<file path="src/rtl/instr_encoder_pkg.sv">
// Shared RV32I encoding definitions: format codes, opcode constants and the
// {word, err} record carried through the encoder's output buffer.
package instr_encoder_pkg;

  localparam int WORD_W = 32;
  localparam int ADDR_W = 10;

  typedef enum logic [2:0] {
    FMT_R = 3'd0,
    FMT_I = 3'd1,
    FMT_S = 3'd2,
    FMT_B = 3'd3,
    FMT_U = 3'd4,
    FMT_J = 3'd5
  } fmt_e;

  localparam logic [6:0] OP_IMM = 7'h13;
  localparam logic [2:0] F3_SLL = 3'b001;
  localparam logic [2:0] F3_SRX = 3'b101;

  // Canonical NOP (addi x0, x0, 0) emitted for illegal formats.
  localparam logic [WORD_W-1:0] NOP_WORD = 32'h0000_0013;

  typedef struct packed {
    logic              err;
    logic [WORD_W-1:0] word;
  } enc_word_t;

  // True when v is representable as an nbits-wide two's-complement value.
  function automatic logic fits_signed(input logic [31:0] v, input int nbits);
    logic ok;
    ok = 1'b1;
    for (int i = 0; i < 32; i++) begin
      if ((i >= nbits - 1) && (v[i] != v[31])) ok = 1'b0;
    end
    return ok;
  endfunction

endpackage

</file>
<file path="src/rtl/instr_fifo2.sv">
// Two-entry {word, err} FIFO; flush and reset both empty it, flush wins over
// any simultaneous push or pop.
module instr_fifo2
  import instr_encoder_pkg::*;
(
  input  logic      clk_i,
  input  logic      rst_i,
  input  logic      flush_i,
  input  logic      push_i,
  input  enc_word_t push_data_i,
  input  logic      pop_i,
  output logic      full_o,
  output logic      empty_o,
  output enc_word_t head_o
);

  enc_word_t  mem_q [2];
  logic       wr_ptr_q, wr_ptr_d;
  logic       rd_ptr_q, rd_ptr_d;
  logic [1:0] count_q, count_d;
  logic       do_push, do_pop;

  assign full_o  = (count_q == 2'd2);
  assign empty_o = (count_q == 2'd0);
  assign do_push = push_i && !full_o;
  assign do_pop  = pop_i && !empty_o;

  always_comb begin
    wr_ptr_d = wr_ptr_q;
    rd_ptr_d = rd_ptr_q;
    count_d  = count_q;
    if (flush_i) begin
      wr_ptr_d = 1'b0;
      rd_ptr_d = 1'b0;
      count_d  = 2'd0;
    end else begin
      if (do_push) wr_ptr_d = ~wr_ptr_q;
      if (do_pop)  rd_ptr_d = ~rd_ptr_q;
      case ({do_push, do_pop})
        2'b10:   count_d = count_q + 2'd1;
        2'b01:   count_d = count_q - 2'd1;
        default: count_d = count_q;
      endcase
    end
  end

  always_ff @(posedge clk_i) begin
    if (rst_i) begin
      wr_ptr_q <= 1'b0;
      rd_ptr_q <= 1'b0;
      count_q  <= 2'd0;
      mem_q[0] <= '0;
      mem_q[1] <= '0;
    end else begin
      wr_ptr_q <= wr_ptr_d;
      rd_ptr_q <= rd_ptr_d;
      count_q  <= count_d;
      if (do_push && !flush_i) mem_q[wr_ptr_q] <= push_data_i;
    end
  end

  // Empty FIFO presents an all-zero head so the output word reads 0 when idle.
  assign head_o = empty_o ? '0 : mem_q[rd_ptr_q];

endmodule

</file>
<file path="src/rtl/instr_encoder.sv">
// RV32I instruction encoder: packs a field bundle into a 32-bit word, flags
// out-of-range immediates, and streams words with their memory word address.
module instr_encoder
  import instr_encoder_pkg::*;
(
  input  logic              clk,
  input  logic              rst,
  input  logic              in_valid,
  output logic              in_ready,
  input  logic [2:0]        in_fmt,
  input  logic [6:0]        in_opcode,
  input  logic [2:0]        in_funct3,
  input  logic [6:0]        in_funct7,
  input  logic [4:0]        in_rd,
  input  logic [4:0]        in_rs1,
  input  logic [4:0]        in_rs2,
  input  logic [31:0]       in_imm,
  input  logic              flush,
  output logic              out_valid,
  input  logic              out_ready,
  output logic [WORD_W-1:0] out_word,
  output logic [ADDR_W-1:0] out_addr,
  output logic              out_err
);

  // Handshake: a bundle transfers on in_valid && in_ready, a word on
  // out_valid && out_ready; ready never depends on the partner's valid.

  enc_word_t         enc_d;
  enc_word_t         head;
  logic              fifo_full, fifo_empty;
  logic              push, pop;
  logic              is_shift;
  logic [ADDR_W-1:0] addr_q, addr_d;

  assign is_shift = (in_opcode == OP_IMM) &&
                    ((in_funct3 == F3_SLL) || (in_funct3 == F3_SRX));

  always_comb begin
    enc_d.word = NOP_WORD;
    enc_d.err  = 1'b1;
    case (in_fmt)
      FMT_R: begin
        enc_d.word = {in_funct7, in_rs2, in_rs1, in_funct3, in_rd, in_opcode};
        enc_d.err  = 1'b0;
      end
      FMT_I: begin
        if (is_shift) begin
          // Shift-immediates carry funct7 above a 5-bit shift amount.
          enc_d.word = {in_funct7, in_imm[4:0], in_rs1, in_funct3, in_rd, in_opcode};
          enc_d.err  = |in_imm[31:5];
        end else begin
          enc_d.word = {in_imm[11:0], in_rs1, in_funct3, in_rd, in_opcode};
          enc_d.err  = !fits_signed(in_imm, 12);
        end
      end
      FMT_S: begin
        enc_d.word = {in_imm[11:5], in_rs2, in_rs1, in_funct3, in_imm[4:0], in_opcode};
        enc_d.err  = !fits_signed(in_imm, 12);
      end
      FMT_B: begin
        enc_d.word = {in_imm[12], in_imm[10:5], in_rs2, in_rs1, in_funct3,
                      in_imm[4:1], in_imm[11], in_opcode};
        enc_d.err  = !fits_signed(in_imm, 13) || in_imm[0];
      end
      FMT_U: begin
        enc_d.word = {in_imm[31:12], in_rd, in_opcode};
        enc_d.err  = |in_imm[11:0];
      end
      FMT_J: begin
        enc_d.word = {in_imm[20], in_imm[10:1], in_imm[11], in_imm[19:12],
                      in_rd, in_opcode};
        enc_d.err  = !fits_signed(in_imm, 21) || in_imm[0];
      end
      default: begin
        enc_d.word = NOP_WORD;
        enc_d.err  = 1'b1;
      end
    endcase
  end

  assign in_ready  = !fifo_full;
  assign push      = in_valid && in_ready && !flush;
  assign out_valid = !fifo_empty;
  assign pop       = out_valid && out_ready;

  instr_fifo2 u_fifo (
    .clk_i       (clk),
    .rst_i       (rst),
    .flush_i     (flush),
    .push_i      (push),
    .push_data_i (enc_d),
    .pop_i       (pop),
    .full_o      (fifo_full),
    .empty_o     (fifo_empty),
    .head_o      (head)
  );

  always_comb begin
    addr_d = addr_q;
    if (flush)    addr_d = '0;
    else if (pop) addr_d = addr_q + 1'b1;
  end

  always_ff @(posedge clk) begin
    if (rst) addr_q <= '0;
    else     addr_q <= addr_d;
  end

  assign out_word = head.word;
  assign out_err  = head.err;
  assign out_addr = addr_q;

endmodule
</file>
<file path="config.mk">
export PLATFORM = sky130hd
export DESIGN_NAME = instr_encoder
export DESIGN_NICKNAME = d
export VERILOG_FILES = /design/src/rtl/instr_encoder_pkg.sv /design/src/rtl/instr_fifo2.sv /design/src/rtl/instr_encoder.sv
export SDC_FILE = /design/constraint.sdc
export NUM_CORES = 1
export LEC_CHECK = 0
export CORE_MARGIN = 10
export CORE_UTILIZATION = 45
export DETAILED_ROUTE_END_ITERATION = 10
export PLACE_DENSITY = 0.74
export SLEW_MARGIN = 0
export SYNTH_ARGS = -nofsm -noshare
export SYNTH_HDL_FRONTEND = slang
export SYNTH_SLANG_ARGS = --single-unit
</file>
<file path="constraint.sdc">
create_clock -name clk -period 4.7 [get_ports clk]
set_clock_uncertainty 0.2 [all_clocks]
set_input_delay 1.175 -clock clk [delete_from_list [all_inputs] [get_ports clk]]
set_output_delay 1.175 -clock clk [all_outputs]
set_load 0.01 [all_outputs]
</file>
# After elaboration in Yosys (flattened, before gate mapping)
# Memories as Yosys holds them, arrays and structs flattened. A register that Yosys moved wholly into a read port is not among the register bits.
# Cells that the tools add are included.
# op_classes
n_lt_le_gt_ge,0
bitwise,2
n_eq_ne,31
shift,0
multipliers,0
n_reduce_logical,24
muxes,69
addsub,3
n_div,0
# ops
op,count
$pmux 33 s6,1
$mux 33,3
$mux 1,64
$reduce_or 33->1,1
$reduce_or 27->1,1
$ne 1x1->1,20
$reduce_or 12->1,1
$add 10x1->10 const B,1
$eq 3x3->1 const B,3
$eq 7x5->1 const B,1
$logic_and 1x1->1,7
$logic_not 1->1,7
$eq 3x1->1 const B,2
$eq 3x2->1 const B,2
$eq 2x2->1 const B,2
$pmux 2 s2,1
$logic_not 3->1,1
$logic_or 1x1->1,3
$add 2x1->2 const B,1
$eq 2x1->1 const B,1
$logic_not 2->1,1
$not 1->1,2
$reduce_bool 2->1,1
$reduce_or 2->1,1
$sub 2x1->2 const B,1
# word_totals
ram_bits,66
register_bits,14
mem_count,1
output_inout_bits,45
word_cells,134
mem_bits_ro,0
input_bits,72
latch_bits,0
# memory_table
memory,words,word_bits,read_ports,rd_clocked_by_memory_dff,wr,line_no,rtl
u_fifo.mem_q,2,33,1,1,2,instr_fifo2.sv:17,enc_word_t mem_q [2];

# Logic depth before layout (Yosys ltp)
# Gate-level depths: netlist of run 1.
# depth
ltp_word,27
depth_mapped,7
depth_no_buf,7

# Modules after synthesis
# From an unflattened synthesis of run 1, not the netlist that was laid out.
# unflattened
hier_cells,429
area_unflattened_um2,4403.0
# by_module_without_submodules
module,area_per_inst_um2,instances,cells_each,seq_area_each_um2
instr_fifo2,3193.1,1,242,2082.0
instr_encoder,1209.9,1,187,200.2

# Worst setup path after synthesis of run 1
# OpenSTA, ideal clock, no wires.
# synth_path
path_type,input to register
startpoint,in in_valid
endpoint,"mem u_fifo.mem_q[0][0] in the netlist's numbering, enable pin"
cell_stages,3
required_ps,4070
arrival_time_ps,3076
path_buffers,0
setup_slack_ps,994
setup_time_ps,430
cell_sequence,nand2_1 or2_1 o21bai_1
# synth_lines
item,line_no,rtl
"start, declared",instr_encoder.sv:8,"input logic in_valid,"
"end, declared",instr_fifo2.sv:17,

==> results of run 1 <==
## layout make-up
type / instances / area share
tap: 111 / 0.0245
timing repair buffer: 125 / 0.216
multi-input combinational: 297 / 0.321
clock inverter: 4 / 0.00573
clock buffer: 12 / 0.0276
sequential: 81 / 0.402
inverter: 4 / 0.00264
## cells in the final DEF, fill, tap and decap left out, drive strengths merged, types with 2 or more instances in the layout
cell and n:
clkdlybuf4s50 116, nor2 112, edfxtp 66, mux2i 35, a21oi 23, nor2b 20, dfxtp 15, clkbuf 12
and3 10, buf 9, nand2 8, nor3 8, nand4 8, xor2 7, a222oi 6, xnor2 6
inv 6, a22oi 5, or3 4, and2 4, a31oi 4, nor4 4, or4 4, o21ai 3
mux2 3, o21a 2, nand2b 2, or2 2, nand3 2, ha 2, clkinv 2
## power breakdown
group          leakage [nW]  internal (mW)  switching [mW]
registers             0.816          0.807          0.0112
clock network        0.0966          0.229           0.255
logic                  1.00          0.111           0.110
total                  1.92           1.15           0.376
## cell families (layout without fill, tap and decap cells)
kind of cell             Yosys count  count (layout)  share of synthesized area
XOR/XNOR                          13              13                     0.0271
buffers and inverters             29             145                     0.0262
multiplexers                      38              38                     0.0915
AO/OA/AOI/OAI                     52              52                     0.0861
AND/OR/NAND/NOR                  192             192                      0.220
flip-flops                        81              81                      0.543
adder cells (fa/ha/maj)            2               2                    0.00596
## worst reg2reg max path, cell delays in order (launching register included)
cell	delay [ps]
dfxtp_1	430
nand2b_1	160
nand2_1	130
or2_1	280
o21bai_4	560
buf_4	350
## stage by stage
stage               power [mW]  utilization  setup slack, ps  area (sq um)  cells
global placement          1.05        0.600             1130          5490    618
global route              1.58        0.620              868          5680    634
floorplan                0.935            -              994          4200    407
CTS                       1.53        0.620              948          5680    634
finish                    1.52        0.620              992          5680    634
detailed placement        1.06        0.600             1060          5490    618
## worst paths after layout
kind,start,endpoint,depth (start not counted)
worst max-delay path,flip-flop,out_word[19],4
worst min-delay path,out_addr[7],out_addr[7],2
worst max register to register,u_fifo.count_q[0],u_fifo.mem_q[0][29],5
worst min register to register,out_addr[7],out_addr[7],2
## registers in the layout, indices dropped and copies added, names as in the netlist, named ones only
signal           cells
u_fifo.mem_q        66
out_addr            10
u_fifo.wr_ptr_q      1
u_fifo.count_q       2
u_fifo.rd_ptr_q      1
## routing by layer
| layer | track usage | share of wire | wire (microns) |
|---|---|---|---|
| met3 | 0.0498 | 0.075 | 877 |
| met5 | 0 | 0 | 0 |
| met1 | 0.208 | 0.41 | 4780 |
| met2 | 0.300 | 0.49 | 5770 |
| met4 | 0.0807 | 0.022 | 253 |
==> metrics.cfg, run 1 <==
[clock_network]
ctsHtreeMaxLevel = 3
clock_latency_ps = 350
root_buffer = clkbuf_8
cts_buffers = 9
cts_tree = yes
cts-hold-fix-buffers = 0
cts_resized = 0
post_cts_buffers = 0
clkTransAtPathRegs_ps = 80
clock_sinks = 81
clock_path_buffers = 2

[synth]
yosysMostFrequentCell = nor2_1
yosysTopAreaCellShare = 0.472
yosys-top-cells-count = nor2_1, edfxtp_1, mux2i_1
ys.flop_type = edfxtp_1
ys_ff_latch = 81
synth_edf_count = 66
ys_types = 47
synth.area.top_cells = edfxtp_1, nor2_1, mux2i_1, dfxtp_1, nor2b_1
synth_area_per_cell_sq_um = 10.3
syn_inst = 407
synth_top_area_cell = edfxtp_1
async_flop_share = 0
yosysWarnings = 0
synth_area_sq_um = 4200
seq_area_frac_synth = 0.543
syn_nets = 481

[pwr]
p_per_area_nw_per_um2 = 268
p_leak_nw = 1.92
ir_drop_mv = 0.126

[die]
io_pins = 117
fp.dieW_microns = 117
die_h_microns = 117
rows = 35
core_area_sq_um = 9150
dieArea_sq_um = 13600
start_util = 0.459

[placed_design]
portBuffers = 116
hpwlAfterDp_microns = 8780
gp_congestion = 0.864

[drt]
firstDrtPassIters = 7
drc_errors = 0
wl_per_cell_microns = 18.4
detail-route-antenna-nets = 0
vias = 3513
post_drt_via_cell_ratio = 5.54
drtIter0Drc = 258
routed_wirelength_microns = 11700

[timing]
finalMaxSlewViolations = 0
rsz0062_at_grt = no
tns_ps = 0
layout_min_cycle_time_ps = 3710
setup-violations-final = 0
hold_slack_ps = 313
max_freq_mhz = 270
fin_crit_sh = 0.789
worst_pin_slew_ps = 836
hold_violations = 0
relSlewSlack = 0.443

[cells_and_area]
finalNetCount = 592
register_area_sq_um = 2280
drive_above_1_share = 0.0650
fillCellCount = 770
syn_to_final_growth_pct = 35.2
antenna_cells = 0
multi_input_area_sq_um = 1820

[setup_path]
r2r_setup_slack_ps = 2260
cpPeakStageDelay_ps = 880
cp.arrival_ps = 2330
critPathKind = flip-flop to primary output
critPathRequiredTime_ps = 3320
path_cells = buf_4, mux2i_1, nor2_1, clkdlybuf4s50_1
cp_top_family = flip-flops
endpoint_kind = primary output
crit_buf_inv = 2
start_kind = flip-flop
slowest_stage = dfxtp_2
critPathMaxFanout = 25

[global_route]
antenna_found_initial = 0
grt_max_degree = 34
globalRouteOverflowTotal = 0
grt_first_pass_wirelength_microns = 18800
grt_pass1_vias = 3673
groute.usage.overall = 0.179

[outcome]
status = finished, final reports clean

[min_path]
hold_class = flip-flop to flip-flop

[flow_run]
drv_cap = 0

Power figures use the tool's default switching activity.
==> run 2, diff against run 1 <==
==> constraint.sdc (replaced) <==
create_clock -name clk -period 3.6 [get_ports clk]
set_clock_uncertainty 0.2 [all_clocks]
set_input_delay 0.9 -clock clk [delete_from_list [all_inputs] [get_ports clk]]
set_output_delay 0.9 -clock clk [all_outputs]
set_load 0.01 [all_outputs]
==> run 2 against run 1 <==
Global-route usage decreased by 0.27 points. Count of clock-buffer cells in the layout decreased by 2. Die area unchanged. Via count increased by 0.20%. Sequential share of layout area decreased by 0.28 points. Worst hold slack improved by 6.1 ps. Final area increased by 0.71%. Critical path type unchanged. Critical endpoint is now out_word[31].
==> metrics.cfg, run 2 (synthesis results as in run 1) <==
[cells_and_area]
syn_to_final_growth_pct = 36.1  ; was 35.2%
final_cell_mix = clkdlybuf4s50_1, nor2_1, edfxtp_1  ; unchanged
final_common_cell = clkdlybuf4s50_1  ; unchanged
finalNetCount = 596  ; was 592
regMostFlops = u_fifo.mem_q  ; unchanged
antenna_cells = 0  ; unchanged
drive_above_1_share = 0.0759  ; was 0.0650
largest_register_ff_count = 66  ; unchanged

[setup_path]
rr_startpoint = u_fifo.count_q[0]  ; unchanged
critPathMaxFanout = 34  ; was 25
start_kind = flip-flop  ; unchanged
crit_start = u_fifo.count_q[0]
critPathKind = flip-flop to primary output  ; unchanged
critPathRequiredTime_ps = 2500  ; was 3320 ps
reg2reg_depth = 5  ; unchanged
endpoint_kind = primary output  ; unchanged
cp.arrival_ps = 1910  ; was 2330 ps
rr_endpoint = u_fifo.mem_q[0][32]  ; was u_fifo.mem_q[0][29]
r2r_setup_slack_ps = 1490  ; was 2260 ps

[flow_run]
drv_cap = 0  ; unchanged

[pwr]
power.share.clock = 0.318  ; about the same
p_sw_frac = 0.257  ; was 0.247
ir_drop_mv = 0.178  ; was 0.126 mV
p_comb_frac = 0.147  ; was 0.145
seqPwrFrac = 0.535  ; was 0.537
internal_power_mw = 1.48  ; was 1.15 mW
power.switching_mw = 0.511  ; was 0.376 mW
p_per_area_nw_per_um2 = 348  ; was 268 nW/um^2
p_leak_nw = 1.94  ; was 1.92 nW

[placed_design]
dp_slack_ps = 313  ; was 1060 ps
gp_congestion = 0.874  ; was 0.864
portBuffers = 116  ; unchanged
hpwlAfterDp_microns = 8760  ; was 8780 microns

[drt]
wl_per_cell_microns = 18.6  ; was 18.4 microns
routed_wirelength_microns = 11800  ; was 11700 microns
drtIter0Drc = 178  ; was 258
detail-route-antenna-nets = 0  ; unchanged
vias = 3520  ; was 3513
drc_errors = 0  ; unchanged
firstDrtPassIters = 5  ; was 7
post_drt_via_cell_ratio = 5.52  ; was 5.54

[timing]
hold_violations = 0  ; unchanged
relSlewSlack = 0.620  ; was 0.443
tns_ps = 0  ; unchanged
rsz0062_at_grt = no  ; unchanged
layout_min_cycle_time_ps = 3010
worst_slack_ps = 592  ; was 992 ps
max_freq_mhz = 332
fin_crit_sh = 0.836
finalMaxSlewViolations = 0  ; unchanged
setup-violations-final = 0  ; unchanged
worst_pin_slew_ps = 570  ; was 836 ps

[die]
rows = 35  ; unchanged
core_area_sq_um = 9150  ; unchanged
start_util = 0.459  ; unchanged
die_h_microns = 117  ; unchanged
dieArea_sq_um = 13600  ; unchanged
io_pins = 117  ; unchanged
fp.dieW_microns = 117  ; unchanged

[outcome]
status = finished, final reports clean  ; unchanged

[clock_network]
clock_sinks = 81  ; unchanged
clock_path_buffers = 2  ; unchanged
cts_tree = yes  ; unchanged
ctsHtreeMaxLevel = 3  ; unchanged
clock_latency_ps = 350  ; about the same
root_buffer = clkbuf_8  ; unchanged
cts_buffers = 9  ; unchanged
post_cts_buffers = 0  ; unchanged
clkTransAtPathRegs_ps = 90  ; was 80 ps
cts-hold-fix-buffers = 0  ; unchanged
cts_resized = 0  ; unchanged

[global_route]
grtUsageMet1 = 0.200  ; was 0.208
grt_pass1_vias = 3696  ; was 3673
met3_usage = 0.0550  ; was 0.0498
globalRouteOverflowTotal = 0  ; unchanged
antenna_found_initial = 0  ; unchanged
groute.usage.overall = 0.176  ; was 0.179
grt_util_met2 = 0.306  ; was 0.300
busiest_layer = met2  ; unchanged
grt_max_degree = 35  ; was 34
grt_first_pass_wirelength_microns = 18800  ; about the same

[min_path]
hold_end = out_addr[7]  ; unchanged
min_path_cells = 2  ; unchanged
hold_class = flip-flop to flip-flop  ; unchanged
min_from = out_addr[7]  ; unchanged

-- run 2: how the worst max path moves through the flow --
| stage | end | cells after the start |
|---|---|---|
| floorplan | u_fifo.mem_q[0][0] | 3 |
| global placement | u_fifo.mem_q[1][32] | 6 |
| detailed placement | u_fifo.mem_q[1][32] | 6 |
| CTS | out_word[31] | 4 |
| global route | out_word[31] | 4 |
| finish | out_word[31] | 4 |
-- run 2: cell type report --
cell class	count	area, sq um
Clock inverter	6	48.8
Clock buffer	10	138
Sequential cell	81	2280
Timing Repair Buffer	129	1270
Fill cell	761	3440
Multi-Input combinational cell	297	1820
Inverter	4	15.0
Tap cell	111	139
-- run 2: power by group through the flow --
stage          sequential [mW]  clock, mW  combinational (mW)
2_1_floorplan             1.08          0               0.135
5_1_grt                   1.07      0.683               0.317
4_1_cts                   1.07      0.644               0.294
3_3_place_gp              1.09          0               0.289
3_5_place_dp              1.09          0               0.292
6_report                  1.07      0.633               0.293
-- run 2: routing by layer --
metal | share of wire | vias to the layer above
met5 | 0 | -
met4 | 0.017 | 0
met3 | 0.082 | 24
met2 | 0.50 | 124
met1 | 0.40 | 1674
li1 | - | 1698
-- run 2: stage by stage --
step | hold slack (ps) | total power [mW] | util | area [sq um] | std cells
final | 320 | 1.99 | 0.625 | 5720 | 638
after global routing | 372 | 2.07 | 0.625 | 5720 | 638
after CTS | 327 | 2.00 | 0.625 | 5720 | 638
after detailed placement | 311 | 1.38 | 0.604 | 5530 | 622
after global placement | 290 | 1.37 | 0.604 | 5530 | 622
after floorplan | 281 | 1.22 | - | 4200 | 407
-- run 2: critical path: stages, from the launching register on --
cell             delay, ps
dfxtp_1                430
nor2_2                  50
buf_4                  260
nor2_1                 220
clkdlybuf4s50_1        590
==> run 3, diff against run 2 <==
--- a/config.mk
+++ b/config.mk
@@ -6,9 +6,9 @@
 export NUM_CORES = 1
 export LEC_CHECK = 0
 export CORE_MARGIN = 10
-export CORE_UTILIZATION = 45
+export CORE_UTILIZATION = 44
 export DETAILED_ROUTE_END_ITERATION = 10
-export PLACE_DENSITY = 0.74
+export PLACE_DENSITY = 0.75
 export SLEW_MARGIN = 0
 export SYNTH_ARGS = -nofsm -noshare
 export SYNTH_HDL_FRONTEND = slang
==> constraint.sdc (replaced) <==
create_clock -name clk -period 2.5 [get_ports clk]
set_clock_uncertainty 0.2 [all_clocks]
set_input_delay 0.625 -clock clk [delete_from_list [all_inputs] [get_ports clk]]
set_output_delay 0.625 -clock clk [all_outputs]
set_load 0.01 [all_outputs]
==> run 3 against run 2 <==
Global-route usage is 0.57 points higher. Worst hold slack worse by 7.0 ps. Cell count is 15% higher. Die area is 1.9% higher. Sequential share of layout area is 5.1 points lower. Critical path type unchanged. Highest routed layer unchanged.
==> metrics.cfg, run 3 (synthesis results as in run 1) <==
[placed_design]
portBuffers = 116  ; unchanged
dp_slack_ps = -564  ; was 313 ps
hpwlAfterDp_microns = 9780  ; was 8760 microns
gp_congestion = 0.878  ; was 0.874

[cells_and_area]
finalNetCount = 671  ; was 596
syn_to_final_growth_pct = 56.6  ; was 36.1%
antenna_cells = 0  ; unchanged
final_common_cell = nor2_1  ; was clkdlybuf4s50_1
final_cell_mix = nor2_1, buf_4, edfxtp_1  ; was clkdlybuf4s50_1, nor2_1, edfxtp_1
fillCellCount = 679  ; was 761
regMostFlops = u_fifo.mem_q  ; unchanged
drive_above_1_share = 0.218  ; was 0.0759
largest_register_ff_count = 66  ; unchanged

[setup_path]
path_cells = nor2_4, buf_12, nor2_1, clkdlybuf4s50_1  ; was nor2_2, buf_4, nor2_1, clkdlybuf4s50_1
critPathMaxFanout = 17  ; was 34
start_kind = flip-flop  ; unchanged
cpPeakStageDelay_ps = 480  ; was 590 ps
endpoint_kind = primary output  ; unchanged
critPathRequiredTime_ps = 1670  ; was 2500 ps
cp.arrival_ps = 1650  ; was 1910 ps
slowest_stage = clkdlybuf4s50_1  ; unchanged
critPathKind = flip-flop to primary output  ; unchanged
crit_buf_inv = 2  ; unchanged
cp_top_family = buffers and inverters  ; unchanged

[die]
dieArea_sq_um = 13900  ; was 13600 sq um
rows = 35  ; unchanged
core_area_sq_um = 9280  ; was 9150 sq um
io_pins = 117  ; unchanged
die_h_microns = 118  ; was 117 microns
start_util = 0.452  ; was 0.459
fp.dieW_microns = 118  ; was 117 microns

[global_route]
globalRouteOverflowTotal = 0  ; unchanged
antenna_found_initial = 0  ; unchanged
groute.usage.overall = 0.182  ; was 0.176
grt_max_degree = 35  ; unchanged
grt_first_pass_wirelength_microns = 20500  ; was 18800 microns
grt_pass1_vias = 3956  ; was 3696

[timing]
finalMaxSlewViolations = 0  ; unchanged
setup-violations-final = 0  ; unchanged
worst_pin_slew_ps = 429  ; was 570 ps
max_freq_mhz = 405
worst_slack_ps = 29.6  ; was 592 ps
hold_slack_ps = 313  ; was 320 ps
relSlewSlack = 0.714  ; was 0.620
hold_violations = 0  ; unchanged
fin_crit_sh = 0.988
layout_min_cycle_time_ps = 2470

[pwr]
power.switching_mw = 0.775  ; was 0.511 mW
seqPwrFrac = 0.500  ; was 0.535
p_comb_frac = 0.173  ; was 0.147
p_sw_frac = 0.253  ; was 0.257
internal_power_mw = 2.29  ; was 1.48 mW
power.share.clock = 0.327  ; was 0.318
p_per_area_nw_per_um2 = 466  ; was 348 nW/um^2
p_leak_nw = 2.80  ; was 1.94 nW
ir_drop_mv = 0.332  ; was 0.178 mV

[drt]
drtIter0Drc = 240  ; was 178
firstDrtPassIters = 8  ; was 5
routed_wirelength_microns = 13500  ; was 11800 microns
detail-route-antenna-nets = 0  ; unchanged
vias = 3858  ; was 3520
post_drt_via_cell_ratio = 5.28  ; was 5.52
wl_per_cell_microns = 18.4  ; was 18.6 microns
drc_errors = 0  ; unchanged

[clock_network]
clock_sinks = 81  ; unchanged
cts_tree = yes  ; unchanged
cts-hold-fix-buffers = 0  ; unchanged
ctsHtreeMaxLevel = 3  ; unchanged
clock_latency_ps = 350  ; about the same
root_buffer = clkbuf_8  ; unchanged
cts_buffers = 9  ; unchanged
clock_path_buffers = 2  ; unchanged
clkTransAtPathRegs_ps = 100  ; was 90 ps

[flow_run]
drv_cap = 0  ; unchanged

[min_path]
hold_class = flip-flop to flip-flop  ; unchanged

[outcome]
status = finished, final reports clean  ; unchanged

## run 3: metal layers
| metal | vias to the layer above | GRT usage | part of all wire |
|---|---|---|---|
| met4 | 0 | 0.0858 | 0.029 |
| met1 | 1838 | 0.203 | 0.38 |
| met3 | 32 | 0.0374 | 0.056 |
| li1 | 1847 | - | - |
| met2 | 141 | 0.322 | 0.53 |
| met5 | - | 0 | 0 |
## run 3: final cells by class
class	count	area, sq um	area share
clock buffer	11	174	0.0264
clock inverter	5	40.0	0.00609
inverter	4	15.0	0.00228
multi-input combinational	297	1940	0.295
sequential	81	2290	0.348
tap	129	161	0.0245
timing repair buffer	204	1960	0.298
## run 3: path summary, 6_finish.rpt
path	start	end	slack [ps]	cells past startpoint
max	u_fifo.count_q[1]	out_word[26]	30	4
min	out_addr[7]	out_addr[7]	310	2
max reg2reg	u_fifo.count_q[0]	u_fifo.count_q[1]	450	7
min reg2reg	out_addr[7]	out_addr[7]	310	2
## run 3: timing repair
action / 4_1_cts / 5_1_grt
cloned: 0 / 1
pin swaps: 14 / 16
setup endpoints to repair: 45 / 28
setup buffers: 9 / 9
gates resized for setup: 40 / 38
## run 3: tightest hold or removal path: cells and delay by family (launching register included)
kind	cells	cell delay, ps
AO/OA/AOI/OAI	2	130
flip-flops	1	340
## run 3: stage by stage
step	instances	setup TNS, ps	util	power [mW]	cell area (sq um)
floorplan	407	0	-	1.76	4210
global placement	698	-5860	0.653	2.06	6070
detailed placement	698	-7170	0.653	2.07	6070
CTS	722	0	0.685	3.06	6360
global route	731	-25.8	0.709	3.18	6580
finish	731	0	0.709	3.07	6580
## run 3: power by group through the flow
| stage | combinational, mW | clock [mW] | sequential, mW |
|---|---|---|---|
| CTS | 0.514 | 1.01 | 1.53 |
| finish | 0.530 | 1.00 | 1.53 |
| global placement | 0.496 | 0 | 1.56 |
| global route | 0.567 | 1.07 | 1.54 |
| detailed placement | 0.505 | 0 | 1.56 |
| floorplan | 0.196 | 0 | 1.56 |
